$ cat config.mk
export PLATFORM = sky130hd
export DESIGN_NAME = nibble_serial_adder
export DESIGN_NICKNAME = d
export VERILOG_FILES = /design/src/rtl/nsa_pkg.sv /design/src/rtl/nibble_add4.sv /design/src/rtl/nibble_serial_adder.sv
export SDC_FILE = /design/constraint.sdc
export NUM_CORES = 1
export LEC_CHECK = 0
export CAP_MARGIN = 5
export CORE_AREA = 3 3 77 79
export DETAILED_ROUTE_END_ITERATION = 8
export DIE_AREA = 0 0 80 82
export GPL_ROUTABILITY_DRIVEN = 0
export MAX_ROUTING_LAYER = met4
export PLACE_DENSITY = 0.77
export SYNTH_ARGS = -nofsm -noshare
export SYNTH_HDL_FRONTEND = slang
export SYNTH_SLANG_ARGS = --single-unit
$ cat constraint.sdc
create_clock -name clk -period 3.9 [get_ports clk]
set_input_delay 0.78 -clock clk [delete_from_list [all_inputs] [get_ports clk]]
set_output_delay 0.78 -clock clk [all_outputs]
set_load 0.05 [all_outputs]
$ cat src/rtl/nsa_pkg.sv
// Shared definitions for the nibble-serial adder: slice width, FSM encoding, index sizing.
package nsa_pkg;

  localparam int unsigned NIBBLE_W = 4;

  typedef enum logic [1:0] {
    IDLE = 2'd0,
    RUN  = 2'd1,
    DONE = 2'd2
  } state_e;

  // Nibble index width for a given operand width; never narrower than one bit.
  function automatic int unsigned idx_width(input int unsigned width);
    int unsigned nib;
    nib = width / NIBBLE_W;
    return (nib <= 1) ? 32'd1 : 32'($clog2(nib));
  endfunction

endpackage

$ cat src/rtl/nibble_add4.sv
// Combinational 4-bit adder slice; also exposes the carry into bit 3 for signed-overflow use.
module nibble_add4 (
  input  logic [3:0] a4,
  input  logic [3:0] b4,
  input  logic       ci,
  output logic [3:0] s4,
  output logic       co,
  output logic       c3
);

  logic [3:0] low;
  logic [1:0] top;

  always_comb begin
    low = {1'b0, a4[2:0]} + {1'b0, b4[2:0]} + {3'b000, ci};
    top = {1'b0, a4[3]} + {1'b0, b4[3]} + {1'b0, low[3]};
    s4  = {top[0], low[2:0]};
    co  = top[1];
    c3  = low[3];
  end

endmodule

$ cat src/rtl/nibble_serial_adder.sv
// Multi-cycle WIDTH-bit adder processing one nibble per clock through a single 4-bit slice.
// Optional signed-overflow output enabled with macro NSA_SIGNED_OVF_EN.
module nibble_serial_adder
  import nsa_pkg::*;
#(
  parameter int unsigned WIDTH = 16
) (
  input  logic             clk,
  input  logic             rst_n,
  input  logic             in_valid,
  output logic             in_ready,
  input  logic [WIDTH-1:0] a,
  input  logic [WIDTH-1:0] b,
  input  logic             cin,
  output logic             out_valid,
  input  logic             out_ready,
  output logic [WIDTH-1:0] sum,
  output logic             cout,
`ifdef NSA_SIGNED_OVF_EN
  output logic             ovf,
`endif
  output logic             busy
);

  localparam int unsigned NIB   = WIDTH / NIBBLE_W;
  localparam int unsigned IDX_W = idx_width(WIDTH);

  generate
    if ((WIDTH < NIBBLE_W) || ((WIDTH % NIBBLE_W) != 0)) begin : g_bad_width
      $error("nibble_serial_adder: WIDTH must be a multiple of 4 and at least 4");
    end
  endgenerate

  state_e             state_q, state_d;
  logic [IDX_W-1:0]   idx_q;
  logic               carry_q;
  logic [WIDTH-1:0]   a_q, b_q;
  logic [3:0]         slice_s;
  logic               slice_co;
  logic               last_c;
  logic               accept_c;
`ifdef NSA_SIGNED_OVF_EN
  logic               slice_c3;
`else
  logic               slice_c3_unused;
`endif

  assign last_c   = (idx_q == IDX_W'(NIB - 1));
  assign accept_c = (state_q == IDLE) && in_valid;

  nibble_add4 u_slice (
    .a4 (a_q[idx_q*NIBBLE_W +: NIBBLE_W]),
    .b4 (b_q[idx_q*NIBBLE_W +: NIBBLE_W]),
    .ci (carry_q),
    .s4 (slice_s),
    .co (slice_co),
`ifdef NSA_SIGNED_OVF_EN
    .c3 (slice_c3)
`else
    .c3 (slice_c3_unused)
`endif
  );

  always_ff @(posedge clk or negedge rst_n) begin
    if (!rst_n) state_q <= IDLE;
    else        state_q <= state_d;
  end

  always_comb begin
    state_d = state_q;
    case (state_q)
      IDLE:    if (in_valid)  state_d = RUN;
      RUN:     if (last_c)    state_d = DONE;
      DONE:    if (out_ready) state_d = IDLE;
      default:                state_d = IDLE;
    endcase
  end

  // Handshake/status flags track the upcoming state so they change on the same edge.
  always_ff @(posedge clk or negedge rst_n) begin
    if (!rst_n) begin
      in_ready  <= 1'b1;
      out_valid <= 1'b0;
      busy      <= 1'b0;
    end else begin
      in_ready  <= (state_d == IDLE);
      out_valid <= (state_d == DONE);
      busy      <= (state_d == RUN) || (state_d == DONE);
    end
  end

  always_ff @(posedge clk or negedge rst_n) begin
    if (!rst_n) begin
      a_q     <= '0;
      b_q     <= '0;
      carry_q <= 1'b0;
      idx_q   <= '0;
      sum     <= '0;
      cout    <= 1'b0;
`ifdef NSA_SIGNED_OVF_EN
      ovf     <= 1'b0;
`endif
    end else if (accept_c) begin
      a_q     <= a;
      b_q     <= b;
      carry_q <= cin;
      idx_q   <= '0;
      sum     <= '0;
    end else if (state_q == RUN) begin
      sum[idx_q*NIBBLE_W +: NIBBLE_W] <= slice_s;
      carry_q <= slice_co;
      idx_q   <= idx_q + IDX_W'(1);
      if (last_c) begin
        cout <= slice_co;
`ifdef NSA_SIGNED_OVF_EN
        ovf  <= slice_co ^ slice_c3;
`endif
      end
    end
  end

endmodule

### Yosys cells after proc, flatten, opt, wreduce, memory -nomap -nowiden

Cells that the tools add are included.

* add/sub/neg operators: 6
* multiply operators: 0
* divide/modulo/power cells: 0
* $lt $le $gt $ge: 0
* equality and inequality tests: 5
* shifts and indexed selects: 4
* multiplexer cells: 11
* bitwise operators: 1
* reductions and logical operators: 6

Operators with widths (count)
* $neg 4->34: 1
* $shift 4x34->16 const A: 1
* $shiftx 4x34->16: 1
* $mux 16: 2
* $shiftx 16x5->4: 2
* $bwmux 16: 1
* $mux 2: 5
* $eq 2x2->1 const B: 3
* $pmux 2 s3: 1
* $add 3x3->4: 1
* $add 4x1->4: 1
* $eq 2x1->1 const B: 2
* $logic_not 2->1: 2
* $reduce_and 3->1: 1
* $add 1x1->2: 1
* $add 2x1->2: 1
* $add 2x1->2 const B: 1
* $mux 1: 2
* $reduce_bool 2->1: 1
* $logic_and 1x1->1: 1
* $logic_or 1x1->1: 1
* $not 1->1: 1

* register bits after elaboration: 57
* bits in latches: 0
* RAM bits: 0
* memory bits (read-only): 0
* input port bits: 37
* output and inout bits: 20
* word-level logic and storage cells: 43
* memories kept: 0

### Depth between registers and ports, before layout

Gate-level depths: netlist of run 1.

* depth in word-level cells: 8
* mapped depth: 8
* gate-level depth less buffers: 7

### By module

From an unflattened synthesis of run 1, not the netlist that was laid out.

* cells, all modules: 181
* area, all modules: 2660.1 µm²

By module, submodules not included
* nibble_serial_adder: times used 1, cells each 160, area each 2503.7 µm²
* nibble_add4: times used 1, cells each 21, area each 156.4 µm²

### Least setup slack after synthesis of run 1

No wires, ideal clock.

* path kind: reg-to-reg
* start: register idx_q[0]
* end: register sum[11]
* setup time: 0.121 ns
* arrival: 2.698 ns
* data required time: 3.779 ns
* path slack: 1.081 ns
* cell stages (with the launch flop): 8
* path buffers: 1
* period minus slack after synthesis: 2.819 ns
* path through: dfrtp_1 -> buf_4 -> mux4_2 -> fa_1 -> a21o_1 -> a21o_1 -> fa_1 -> a22o_1

* word-level cells in the longest chain between the ends: 8
* elaborated cells on any way between the ends: 12
* classes of those cells: add/sub: 5; shift: 4; mux: 3

Ends and longest elaborated chain
* from (decl): line nibble_serial_adder.sv:35 `logic [IDX_W-1:0] idx_q;`
* from (signal assigned): line nibble_serial_adder.sv:112 `idx_q <= idx_q + IDX_W'(1);`
* $shiftx 16x5->4, on equally long branches: line nibble_serial_adder.sv:52, nibble_serial_adder.sv:53
* $add 3x3->4: line nibble_add4.sv:15 `low = {1'b0, a4[2:0]} + {1'b0, b4[2:0]} + {3'b000, ci};`
* $add 4x1->4: line nibble_add4.sv:15
* $add 2x1->2: line nibble_add4.sv:16 `top = {1'b0, a4[3]} + {1'b0, b4[3]} + {1'b0, low[3]};`
* $shiftx 4x34->16: line nibble_serial_adder.sv:110 `sum[idx_q*NIBBLE_W +: NIBBLE_W] <= slice_s;`
* $bwmux 16 (*): line nibble_serial_adder.sv:110
* $mux 16 (*): line nibble_serial_adder.sv:109 `end else if (state_q == RUN) begin`
* $mux 16 (*): line nibble_serial_adder.sv:103 `end else if (accept_c) begin`
* to (signal, indexed assignment): line nibble_serial_adder.sv:110
* to (decl): line nibble_serial_adder.sv:17 `output logic [WIDTH-1:0] sum,`

Mark *: on every way between the ends. The rest lies on a longest branch, timed or not. The select of a mux whose other input is x is not followed.
A chain may end at the register's enable or synchronous reset.

### Final worst setup path of run 1

* start: register idx_q[0]
* end: register sum[15]

Same word-level chain as after synthesis.

==> results of run 1 <==
## worst paths after layout
check / end / slack [ps]
min in group asynchronous: out_valid$_DFF_PN0_ / 500
max: sum[15]$_DFFE_PN0P_ / 740
max in group asynchronous: a_q[8]$_DFFE_PN0P_ / 2610
min reg2reg: a_q[5]$_DFFE_PN0P_ / 480
max reg2reg: sum[15]$_DFFE_PN0P_ / 740
min: a_q[5]$_DFFE_PN0P_ / 480
## state kept, by name, indices dropped and copies added, names as in the netlist
register   count
carry_q        1
state_q        2
in_ready       1
cout           1
busy           1
out_valid      1
a_q           16
idx_q          2
sum           16
b_q           16
## kinds of logic after synthesis
| kind of cell | count (synthesis) | share of synthesized area |
|---|---|---|
| AND/OR/NAND/NOR | 24 | 0.0620 |
| adder cells (fa/ha/maj) | 11 | 0.0606 |
| flip-flops | 57 | 0.540 |
| AO/OA/AOI/OAI | 30 | 0.0899 |
| buffers and inverters | 14 | 0.0355 |
| XOR/XNOR | 1 | 0.00331 |
| multiplexers | 41 | 0.209 |
## final cells by class
cell class              instances  area (sq um)  share of cell area
clock buffers                  12           155              0.0452
clock inverters                 3          40.0              0.0117
inverters                       7          26.3             0.00766
multi-input cells             107          1120               0.327
flip-flops and latches         57          1430               0.416
well taps                      72          90.1              0.0262
repair buffers                 58           571               0.166
## per-stage QoR
step | area [sq um] | setup WS, ps | cells | power (uW)
2_1_floorplan | 2640 | 1080 | 178 | 2270
3_3_place_gp | 3240 | 788 | 301 | 2710
3_5_place_dp | 3240 | 728 | 301 | 2770
4_1_cts | 3430 | 723 | 316 | 3330
5_1_grt | 3430 | 545 | 316 | 3530
6_report | 3430 | 742 | 316 | 3280
## placed cells by master (no fill, tap or decap), types with 2 or more instances in the layout
master / n
nand2b_1: 3
mux4_2: 8
clkbuf_8: 11
clkdlybuf4s50_1: 55
o2bb2ai_1: 8
o21ai_0: 3
clkinv_2: 2
ha_1: 8
a22o_1: 9
a21o_1: 6
nand2_1: 6
and3_1: 2
buf_4: 2
inv_1: 7
fa_1: 3
mux2_1: 21
nand3_1: 2
mux2_2: 12
dfrtp_1: 56
## layer usage
layer  part of all wire  vias up  global-route usage
met5                  0        -                   -
met4              0.020        0               0.115
met3              0.051        9              0.0471
met2               0.49       50               0.276
met1               0.44      818               0.230
li1                   -      777                   -
## where the power goes
group | internal, uW | total (uW) | switching [uW]
clock | 324 | 543 | 219
sequential | 862 | 1080 | 217
combinational | 761 | 1660 | 895
==> impl_metrics.env, run 1 <==
export IMPL_final_util=0.635
export IMPL_critical_path_depth=6
export IMPL_drt_wl_total_um=5030
export IMPL_viasPerCell=5.23
export IMPL_hold_class="reg2reg"
export IMPL_cts_root_buf="clkbuf_8"
export IMPL_period_share=0.810
export IMPL_synth_seq_cells=57
export IMPL_leakagePower_uw=0.00148
export IMPL_fp_dieArea_sq_mm=0.00656
export IMPL_crit_chain="mux4_2 -> fa_1 -> a21o_1 -> a21o_1 -> fa_1 -> a22o_1"
export IMPL_yosys_top_cells_area="dfrtp_1 (53%), mux2_1 (8.9%), mux4_2 (6.8%)"
export IMPL_finalSetupTns_ps=0
export IMPL_start_util=0.489
export IMPL_first_pass_iters=4
export IMPL_numPortBuffers=56
export IMPL_finalSetupViolCount=0
export IMPL_grt_usage=0.186
export IMPL_power_per_cell_area_mw_per_mm2=955
export IMPL_num_rows=27
export IMPL_critPathKind="reg2reg"
export IMPL_cts_resized=0
export IMPL_post_cts_buffers=0
export IMPL_min_from="a_q[5]$_DFFE_PN0P_"
export IMPL_cp_arrival_ps=3380
export IMPL_vdd_drop_max_mv=0.505
export IMPL_dp_hpwl_um=3730
export IMPL_dr_total_vias=1654
export IMPL_crit_start="idx_q[0]$_DFFE_PN0P_"
export IMPL_rsz0062_at_grt="false"
export IMPL_io_pins=57
export IMPL_clk_path_buf_depth=2
export IMPL_synth_top_area_frac=0.530
export IMPL_synth_fp_nets=226
export IMPL_insertion_delay_ps=330
export IMPL_async_flop_share=1.00
export IMPL_slowest_delay_ps=830
export IMPL_crit_slowest_cell="dfrtp_1"
export IMPL_cp_data_required_time_ps=4120
export IMPL_grt_pass1_wl_um=8660
export IMPL_cts_buffers=9
export IMPL_critical_path_buf_inv_count=0
export IMPL_synth_cell_types=35
export IMPL_numClockSinks=57
export IMPL_fin_skew_ps=5.22
export IMPL_fill_cells=432
export IMPL_synth_edf_count=0
export IMPL_grt_ovfl_total=0
export IMPL_slew_violations=0
export IMPL_worst_pin_slew_ps=754
export IMPL_chipWidth_um=80
export IMPL_min_path_cells=1
export IMPL_r2r_start="idx_q[0]$_DFFE_PN0P_"
export IMPL_finalHoldViolCount=0
export IMPL_design_core_area_sq_mm=0.00541
export IMPL_yosys_most_used_dff="dfrtp_1"
export IMPL_cts_tree="done"
export IMPL_fmax_mhz=317
export IMPL_wl_per_cell_um=15.9
export IMPL_holdWs_ps=485
export IMPL_antenna_found_initial=0
export IMPL_cts_htree_levels=3
export IMPL_period_needed_ps=3160
export IMPL_die_y_um=82
export IMPL_ys_top_cells_by_count="dfrtp_1 (56), mux2_1 (21), mux2_2 (12), a22o_1 (9)"
export IMPL_path_clk_slew_ps=60
export IMPL_cts_hold_buf=0
export IMPL_layout_nets=288
export IMPL_grt_max_degree=35
export IMPL_start_kind="register"
export IMPL_syn_inst=178
export IMPL_first_iter_violations=64
export IMPL_status="completed"
export IMPL_yosysSeqAreaShare=0.540
export IMPL_rr_worst_depth=6
export IMPL_path_max_fanout=17
export IMPL_cp_end_kind="register"
export IMPL_synthToLayoutAreaGrowth_pct=29.8
export IMPL_ant_nets=0
export IMPL_relSlewSlack=0.497
export IMPL_drv_cap=0
export IMPL_drc=0
export IMPL_syn_area_sq_mm=0.00264
export IMPL_path_delay_family="adder cells"
export IMPL_synth_most_common_cell="dfrtp_1"
export IMPL_diodes=0
export IMPL_yosysTopAreaCell="dfrtp_1"
export IMPL_drive_gt1_frac=0.180
export IMPL_yosysWarnings=0
export IMPL_synth_area_per_cell_sq_um=14.9
export IMPL_grt_pass1_vias=1795
(Power assumes the default switching activity.)
==> run 2: changes to the inputs <==
==> constraint.sdc (replaced) <==
create_clock -name clk -period 3 [get_ports clk]
set_input_delay 0.6 -clock clk [delete_from_list [all_inputs] [get_ports clk]]
set_output_delay 0.6 -clock clk [all_outputs]
set_load 0.05 [all_outputs]
==> impl_metrics.env, run 2 (synthesis gave the netlist of run 1 again) <==
export IMPL_leakagePower_uw=0.00152
export IMPL_clk_path_buf_depth=2
export IMPL_fmax_mhz=357
export IMPL_start_kind="register"
export IMPL_internal_power_uw=2710
export IMPL_layout_nets=293
export IMPL_vdd_drop_max_mv=0.602
export IMPL_grt_max_degree=47
export IMPL_register_area_sq_mm=0.00143
export IMPL_first_pass_iters=4
export IMPL_cts_root_buf="clkbuf_8"
export IMPL_period_needed_ps=2800
export IMPL_finalHoldViolCount=0
export IMPL_power_frac_seq=0.309
export IMPL_fp_dieArea_sq_mm=0.00656
export IMPL_ant_nets=0
export IMPL_dp_hpwl_um=3760
export IMPL_rsz0062_at_grt="false"
export IMPL_insertion_delay_ps=320
export IMPL_numClockSinks=57
export IMPL_finalSetupTns_ps=0
export IMPL_finalSetupViolCount=0
export IMPL_dp_cells=306
export IMPL_first_iter_violations=58
export IMPL_dr_total_vias=1689
export IMPL_synthToLayoutAreaGrowth_pct=33.1
export IMPL_cp_arrival_ps=3010
export IMPL_slew_violations=0
export IMPL_chipWidth_um=80
export IMPL_sw_frac_of_total=0.392
export IMPL_num_rows=27
export IMPL_wl_per_cell_um=15.7
export IMPL_worst_pin_slew_ps=979
export IMPL_multiInputGateArea_sq_mm=0.00112
export IMPL_grt_usage=0.183
export IMPL_diodes=0
export IMPL_cts_tree="done"
export IMPL_final_cell_mix="dfrtp_1 (56), clkdlybuf4s50_1 (55), mux2_1 (21)"
export IMPL_switchingPower_uw=1750
export IMPL_power_per_cell_area_mw_per_mm2=1270
export IMPL_combPwrFrac=0.496
export IMPL_fin_skew_ps=6.83
export IMPL_start_util=0.489
export IMPL_stdcell_count=322
export IMPL_path_clk_slew_ps=60
export IMPL_relSlewSlack=0.347
export IMPL_cts_htree_levels=3
export IMPL_drt_wl_total_um=5060
export IMPL_drc=0
export IMPL_cp_data_required_time_ps=3210
export IMPL_cts_hold_buf=0
export IMPL_grt_ovfl_total=0
export IMPL_post_cts_buffers=0
export IMPL_numPortBuffers=56
export IMPL_grt_pass1_vias=1800
export IMPL_design_core_area_sq_mm=0.00541
export IMPL_fill_cells=419
export IMPL_die_y_um=82
export IMPL_drive_gt1_frac=0.200
export IMPL_finalPower_uw=4460
export IMPL_antenna_found_initial=0
export IMPL_final_common_cell="dfrtp_1"
export IMPL_cts_buffers=9
export IMPL_critPathKind="reg2reg"
export IMPL_path_max_fanout=8
export IMPL_drv_cap=0
export IMPL_clockPowerShare=0.195
export IMPL_cts_resized=0
export IMPL_io_pins=57
export IMPL_status="completed"
export IMPL_holdWs_ps=438
export IMPL_viasPerCell=5.25
export IMPL_grt_pass1_wl_um=8710
export IMPL_cp_end_kind="register"
export IMPL_period_share=0.932
export IMPL_hold_class="in2async"
export IMPL_largest_registers="a_q (16), b_q (16), sum (16)"
[run 2: critical path, stage by stage, from the launching register on]
cell,delay [ps]
dfrtp_1,540
mux4_2,570
fa_1,420
a21o_1,170
a21o_1,200
fa_1,570
a22o_1,240
[run 2: worst paths after layout]
path | from | end | slack (ps) | depth (start not counted)
worst max-delay path | idx_q[0]$_DFFE_PN0P_ | sum[15]$_DFFE_PN0P_ | 200 | 6
worst min-delay path | rst_n | busy$_DFF_PN0_ | 440 | 1
worst max register to register | idx_q[0]$_DFFE_PN0P_ | sum[15]$_DFFE_PN0P_ | 200 | 6
worst min register to register | a_q[5]$_DFFE_PN0P_ | a_q[5]$_DFFE_PN0P_ | 490 | 1
max in group asynchronous | rst_n | a_q[1]$_DFFE_PN0P_ | 1890 | 2
min in group clk | a_q[5]$_DFFE_PN0P_ | a_q[5]$_DFFE_PN0P_ | 490 | 1
[run 2: per-layer routing]
| layer | GRT usage | wire, um | share of wire | vias to the layer above |
|---|---|---|---|---|
| met5 | - | 0 | 0 | - |
| met4 | 0.0929 | 14 | 0.0028 | 0 |
| met3 | 0.0362 | 270 | 0.053 | 2 |
| met2 | 0.291 | 2580 | 0.51 | 49 |
| met1 | 0.224 | 2190 | 0.43 | 847 |
| li1 | - | - | - | 791 |
[run 2: cell type report]
class                      count  share of cell area
clock buffer                  11              0.0402
clock inverter                 5              0.0292
inverter                       7             0.00747
multi-input combinational    107               0.319
sequential                    57               0.406
tap                           72              0.0256
timing repair buffer          63               0.173
[run 2: power by group through the flow]
stage,combinational [uW],sequential [uW],clock [uW]
5_1_grt,2420,1430,924
4_1_cts,2230,1390,885
3_3_place_gp,2170,1400,0
2_1_floorplan,1370,1580,0
3_5_place_dp,2220,1400,0
6_report,2210,1380,869
[run 2: stage by stage]
step / utilization / instance area, sq um / setup WS, ps
floorplan: - / 2640 / 181
global placement: 0.606 / 3270 / 244
detailed placement: 0.606 / 3270 / 154
CTS: 0.651 / 3520 / 160
global route: 0.651 / 3520 / 40.7
finish: 0.651 / 3520 / 203
==> run 3: changes to the inputs <==
--- a/config.mk
+++ b/config.mk
@@ -6,12 +6,14 @@
 export NUM_CORES = 1
 export LEC_CHECK = 0
 export CAP_MARGIN = 5
-export CORE_AREA = 3 3 77 79
+export CELL_PAD_IN_SITES_DETAIL_PLACEMENT = 0
+export CELL_PAD_IN_SITES_GLOBAL_PLACEMENT = 1
+export CORE_AREA = 3 3 85 87
 export DETAILED_ROUTE_END_ITERATION = 8
-export DIE_AREA = 0 0 80 82
+export DIE_AREA = 0 0 88 90
 export GPL_ROUTABILITY_DRIVEN = 0
 export MAX_ROUTING_LAYER = met4
-export PLACE_DENSITY = 0.77
+export PLACE_DENSITY_LB_ADDON = 0.1
 export SYNTH_ARGS = -nofsm -noshare
 export SYNTH_HDL_FRONTEND = slang
 export SYNTH_SLANG_ARGS = --single-unit
==> impl_metrics.env, run 3 (synthesis gave the netlist of run 1 again) <==
export IMPL_cts_resized=0
export IMPL_viasPerCell=5.26
export IMPL_period_share=0.938
export IMPL_path_delay_family="adder cells"
export IMPL_finalSetupViolCount=0
export IMPL_slew_violations=0
export IMPL_drive_gt1_frac=0.198
export IMPL_vdd_drop_max_mv=0.474
export IMPL_cp_end_kind="register"
export IMPL_start_util=0.412
export IMPL_rsz0062_at_grt="false"
export IMPL_layout_nets=291
export IMPL_rr_worst_depth=7
export IMPL_synthToLayoutAreaGrowth_pct=32.7
export IMPL_pre_cts_ws_ps=193
export IMPL_chipWidth_um=88
export IMPL_final_cell_mix="dfrtp_1 (56), clkdlybuf4s50_1 (55), mux2_1 (21)"
export IMPL_grt_ovfl_total=0
export IMPL_crit_slowest_cell="fa_1"
export IMPL_crit_chain="buf_4 -> mux4_2 -> ha_1 -> a21o_1 -> a21o_1 -> fa_1 -> a22o_1"
export IMPL_grt_usage=0.160
export IMPL_cp_arrival_ps=3030
export IMPL_cp_common_cell="a21o_1"
export IMPL_power_per_cell_area_mw_per_mm2=1280
export IMPL_diodes=0
export IMPL_period_needed_ps=2810
export IMPL_fmax_mhz=355
export IMPL_drt_wl_total_um=5510
export IMPL_setup_slack_ps=187
export IMPL_final_common_cell="dfrtp_1"
export IMPL_status="completed"
export IMPL_relSlewSlack=0.512
export IMPL_holdWs_ps=325
export IMPL_io_pins=57
export IMPL_leakagePower_uw=0.00152
export IMPL_antenna_found_initial=0
export IMPL_clk_path_buf_depth=2
export IMPL_numPortBuffers=56
export IMPL_path_clk_slew_ps=70
export IMPL_numClockSinks=57
export IMPL_finalHoldViolCount=0
export IMPL_dp_hpwl_um=4230
export IMPL_cts_hold_buf=0
export IMPL_fill_cells=540
export IMPL_ant_nets=0
export IMPL_start_kind="register"
export IMPL_largest_registers="a_q (16), b_q (16), sum (16)"
export IMPL_cts_tree="done"
export IMPL_hold_class="in2async"
export IMPL_first_pass_iters=4
export IMPL_slowest_delay_ps=580
export IMPL_first_iter_violations=61
export IMPL_grt_pass1_wl_um=9600
export IMPL_r2r_start="idx_q[0]$_DFFE_PN0P_"
export IMPL_regToRegSetupSlack_ps=190
export IMPL_drc=0
export IMPL_grt_max_degree=34
export IMPL_drv_cap=0
export IMPL_critPathKind="reg2reg"
export IMPL_grt_pass1_vias=1952
export IMPL_post_cts_buffers=0
export IMPL_design_core_area_sq_mm=0.00642
export IMPL_dr_total_vias=1711
export IMPL_cts_htree_levels=3
export IMPL_cts_root_buf="clkbuf_8"
export IMPL_insertion_delay_ps=330
export IMPL_postPlaceCellArea_sq_mm=0.00327
export IMPL_die_y_um=90
export IMPL_final_cell_area_sq_mm=0.00351
export IMPL_fp_dieArea_sq_mm=0.00792
export IMPL_reg2reg_to="sum[11]$_DFFE_PN0P_"
export IMPL_worst_pin_slew_ps=732
export IMPL_critical_path_buf_inv_count=1
export IMPL_finalSetupTns_ps=0
export IMPL_cp_data_required_time_ps=3220
export IMPL_num_rows=29
export IMPL_path_max_fanout=5
export IMPL_fin_skew_ps=6.91
export IMPL_wl_per_cell_um=17.0
export IMPL_cts_buffers=9
## run 3: changes by cell type in the layout (fill, tap and decap cells not counted), sizes merged
| cell | previous run | this run |
|---|---|---|
| buf | 8 | 6 |
| clkinv | 1 | 3 |
| clkbuf | 11 | 10 |
| clkinvlp | 1 | 0 |
## run 3: routing by layer
metal	up-vias	track usage	part of all wire
met1	870	0.193	0.42
li1	784	-	-
met5	-	-	0
met2	50	0.264	0.53
met3	7	0.0356	0.038
met4	0	0.0537	0.012
## run 3: metrics by stage
step | power (uW) | std cells | utilization
2_1_floorplan | 2950 | 178 | -
3_3_place_gp | 3580 | 309 | 0.508
3_5_place_dp | 3670 | 309 | 0.508
4_1_cts | 4560 | 325 | 0.546
5_1_grt | 4810 | 325 | 0.546
6_report | 4500 | 325 | 0.546
## run 3: area by class of cell
| type | count | area (sq um) | share of cell area |
|---|---|---|---|
| Clock buffer | 10 | 138 | 0.0392 |
| Clock inverter | 6 | 105 | 0.0300 |
| Inverter | 7 | 26.3 | 0.00749 |
| Multi-Input combinational cell | 107 | 1120 | 0.320 |
| Sequential cell | 57 | 1430 | 0.407 |
| Tap cell | 77 | 96.3 | 0.0275 |
| Timing Repair Buffer | 61 | 593 | 0.169 |
## run 3: worst max-delay path by stage
stage	startpoint	endpoint	slack (ps)	cells after the start
finish	idx_q[0]$_DFFE_PN0P_	sum[11]$_DFFE_PN0P_	190	7
global route	idx_q[0]$_DFFE_PN0P_	sum[3]$_DFFE_PN0P_	60	7
CTS	idx_q[0]$_DFFE_PN0P_	sum[11]$_DFFE_PN0P_	180	7
detailed placement	idx_q[0]$_DFFE_PN0P_	sum[11]$_DFFE_PN0P_	190	7
global placement	idx_q[0]$_DFFE_PN0P_	sum[11]$_DFFE_PN0P_	280	7
floorplan	idx_q[0]$_DFFE_PN0P_	sum[11]$_DFFE_PN0P_	180	7
## run 3: power by group
part / leakage, uW / internal (uW) / switching, uW / total [uW]
logic: 0.000687 / 1020 / 1210 / 2230
clock network: 0.000126 / 570 / 303 / 873
registers: 0.000707 / 1120 / 270 / 1390
==> RTL edit 1 (flow settings as in run 3) <==
Make the reset (`rst_n`) synchronous in 3 clocked blocks.
--- a/src/rtl/nibble_serial_adder.sv
+++ b/src/rtl/nibble_serial_adder.sv
@@ -61,7 +61,7 @@
 `endif
   );
 
-  always_ff @(posedge clk or negedge rst_n) begin
+  always_ff @(posedge clk) begin
     if (!rst_n) state_q <= IDLE;
     else        state_q <= state_d;
   end
@@ -77,7 +77,7 @@
   end
 
   // Handshake/status flags track the upcoming state so they change on the same edge.
-  always_ff @(posedge clk or negedge rst_n) begin
+  always_ff @(posedge clk) begin
     if (!rst_n) begin
       in_ready  <= 1'b1;
       out_valid <= 1'b0;
@@ -89,7 +89,7 @@
     end
   end
 
-  always_ff @(posedge clk or negedge rst_n) begin
+  always_ff @(posedge clk) begin
     if (!rst_n) begin
       a_q     <= '0;
       b_q     <= '0;
Formal check against the unedited RTL: differs if rst_n is asserted again (counterexample within 4 cycles, from zero or initial values and one cycle with rst_n low); with rst_n held inactive, the same outputs for 10 cycles.
==> RTL edit 1 against run 3 <==
  * Cell area is 5.2% lower
  * Area after synthesis is 1.8% lower
  * Utilization is 2.8 points lower
  * Largest cell class is now multi-input gates
  * Fmax is 5.9% higher
  * Die area stayed put
  * Sequential cell count stayed put
  * Worst setup slack better by 0.16 ns
  * Wire length is 3.7% higher
  * Non-clock buffer count is 1 higher
Power is not compared: it rests on default switching activity, and its combinational part moved more than twofold at a synthesized area within 25%.
==> RTL edit 1: results <==
group,metric,value,unit
setup_path,cp_slowest_cell,"mux4_2",
routing,drtIter0Drc,65,
global_routing,grt_pass1_wl,9800,um
power,p_clk,0.638,mW
synth,synth_area_leaders,"dfxtp_1 44%, nand2_1 11%, a21oi_1 9.1%",
synth,synth.yosys.seq_area_share,44.0,%
routing,routed_wl,5720,um
setup_path,r2r-start,"idx_q[0]",
placement,placed_area,3150,um2
timing,skew,0.00677,ns
min_path,min_path_type,"flop to flop",
global_routing,track_usage,16.3,%
synth,yosysUniqueCellTypes,33,
clock_network,path_clk_slew,0.07,ns
synth,yosys.area.top_type,"dfxtp_1",
setup_path,reg2reg_to,"sum[7]",
final_layout,drive_gt1_share,9.62,%
timing,tightest_slew,0.529,ns
synth,async_reset_ff_share,0,%
setup_path,rr_worst_depth,9,
routing,avgViaCountPerCell,4.97,
timing,whs,0.448,ns
run_status,status,"complete, no violations",
placement,dp_hpwl,4120,um
final_layout,nFillCells,618,
setup_path,slowest_delay,0.52,ns
setup_path,r2r_slack,0.34,ns
synth,ys_top_cells_by_count,"75 x nand2_1, 57 x dfxtp_1, 47 x a21oi_1, 12 x nor2_1, 11 x inv_1",
synth,synth_fp_nets,332,
-- RTL edit 1: cell count changes after synthesis, moves of 8 or more --
cell	run 3	this run
mux2_2	12	0
nand4_1	0	8
a21oi_1	0	47
mux2_1	21	0
dfxtp_1	0	57
dfrtp_1	56	0
nor2_1	1	12
a22o_1	9	0
o2bb2ai_1	8	0
nand2_1	6	75
-- RTL edit 1: through the flow --
step / setup slack, ns / instances
final: 0.344 / 420
after CTS: 0.208 / 420
after detailed placement: 0.233 / 404
after global routing: 0.108 / 420
after global placement: 0.293 / 404
after floorplan: 0.232 / 282
-- RTL edit 1: cells by family after synthesis --
group,after synthesis,share of synthesized area (%)
flip-flops,57,44.0
adder cells (fa/ha/maj),13,7.13
AO/OA/AOI/OAI,57,12.3
XOR/XNOR,2,0.675
buffers and inverters,29,7.37
AND/OR/NAND/NOR,115,21.2
multiplexers,9,7.33
-- RTL edit 1: worst register-to-register path: cells and delay by family (launching register included) --
kind                     cells  cell delay [ns]
flip-flops                   1             0.40
multiplexers                 1             0.52
buffers and inverters        2             0.35
AND/OR/NAND/NOR              1             0.11
adder cells (fa/ha/maj)      2             0.72
AO/OA/AOI/OAI                3             0.49
-- RTL edit 1: final cells by class --
type / instances / area share [%]
multi-input cells: 196 / 38.0
inverters: 12 / 1.35
flip-flops and latches: 57 / 34.3
clock inverters: 3 / 0.451
well taps: 77 / 2.90
repair buffers: 62 / 18.2
clock buffers: 13 / 4.78
-- RTL edit 1: metal layers --
layer	up-vias	share of wire (%)	GRT usage, %
met5	-	0	-
met2	40	48	25.8
met3	11	4.5	3.66
li1	1070	-	-
met4	0	2.0	8.57
met1	967	46	18.9
==> RTL edit 2 (flow settings as in run 3) <==
Made on the original files. Build with the macro `NSA_SIGNED_OVF_EN` defined.
--- a/src/rtl/nibble_serial_adder.sv
+++ b/src/rtl/nibble_serial_adder.sv
@@ -1,5 +1,7 @@
 // Multi-cycle WIDTH-bit adder processing one nibble per clock through a single 4-bit slice.
 // Optional signed-overflow output enabled with macro NSA_SIGNED_OVF_EN.
+`define NSA_SIGNED_OVF_EN
+
 module nibble_serial_adder
   import nsa_pkg::*;
 #(
Function (old outputs only; new: ovf): kept (equiv_simple and equiv_induct, registers matched by name and starting in step).
==> RTL edit 2 against run 3 <==
  * Worst setup slack better by 0.14 ns
  * Sequential cell count is 1 higher
  * Cell area is 0.93% lower
  * Non-clock buffer count stayed put
  * Area after synthesis is 0.99% higher
  * Power is 4.3% lower
  * Wire length is 0.36% higher
==> RTL edit 2: results <==
group,metric,value,unit
run_status,status,"complete, no violations",
synth,avgSynthCellArea,14.8,um2
setup_path,r2r_slack,0.32,ns
clock_network,cts_buffers,9,
global_routing,grt_pass1_vias,1937,
synth,synthAdderAreaFrac,6.00,%
synth,ys_top_cells_by_count,"57 x dfrtp_1, 30 x mux2_2, 17 x a22o_1, 10 x inv_1",
timing,whs,0.376,ns
setup_path,slowest_delay,0.54,ns
global_routing,grt_max_degree,40,
setup_path,crit_fanout,8,
clock_network,clk_latency,0.34,ns
global_routing,use_met1,18.9,%
placement,numPortBuffers,57,
setup_path,rr_worst_depth,8,
setup_path,cp_slowest_cell,"mux4_2",
synth,synth_xor_xnor_area_share,0.328,%
final_layout,fin_nets,294,
power,comb_cell_power,2.26,mW
timing,fin_crit,2.68,ns
placement,post-place-ws,0.155,ns
setup_path,cp.arrival,2.90,ns
timing,slew_headroom,42.4,%
power,leakagePower,1.51,nW
placement,dp_hpwl,4190,um
synth,synth_area_leaders,"dfrtp_1 53%, mux2_2 13%, mux4_2 6.7%",
routing,avgViaCountPerCell,5.20,
global_routing,grt_pass1_wl,9400,um
routing,routed_wl,5530,um
run,cap_violations,0,
timing,skew,0.00740,ns
synth,synth_fp_nets,229,
synth,muxShareOfSynthArea,20.2,%
routing,met1Wirelength,2330,um
global_routing,grtUsageMet3,4.20,%
placement,dp_cells,312,
synth,synth_compound_area_share,8.90,%
global_routing,met2_usage,25.6,%
clock_network,htreeDepth,3,
setup_path,critPathKind,"flop to flop",
global_routing,antenna_found_initial,0,
routing,met3RoutedLength,228,um
power,p_switching,1.79,mW
power,p_seq_share,32.6,%
power,combPwrFrac,52.6,%
synth,yosysUniqueCellTypes,35,
placement,placed_area,3300,um2
final_layout,drive_gt1_share,25.5,%
synth,synth.yosys.seq_area_share,54.4,%
setup_path,reg2reg_to,"ovf",
global_routing,track_usage,16.1,%
routing,drtIter0Drc,78,
final_layout,antenna_cells,0,
routing,dr_wl_met2,2850,um
power,peakVddDrop,0.000549,V
routing,vias,1704,
[RTL edit 2: cell types whose count changed after synthesis, moves of 2 or more]
cell / before / now
nand2_1: 6 / 8
a21o_1: 6 / 4
inv_1: 7 / 10
o2bb2ai_1: 8 / 0
a22o_1: 9 / 17
mux2_1: 21 / 2
mux2_2: 12 / 30
[RTL edit 2: cell type report]
class / instances / area, um2
flip-flops and latches: 58 / 1450
well taps: 77 / 96.3
clock inverters: 3 / 15.0
clock buffers: 13 / 159
fillers: 519 / 2950
multi-input cells: 106 / 1120
repair buffers: 61 / 596
inverters: 10 / 37.5
[RTL edit 2: cells by family (layout without fill, tap and decap cells)]
group	after synthesis	in the layout
buf+inv	17	87
fa+ha+maj	11	11
simple gates	24	24
compound gates	30	30
mux	40	40
xor+xnor	1	1
flops	58	58
[RTL edit 2: repair_timing]
| action | 4_1_cts | 5_1_grt |
|---|---|---|
| endpoints found under the setup margin | 0 | 1 |
| resized for setup | 0 | 1 |
| setup buffers | 0 | 0 |
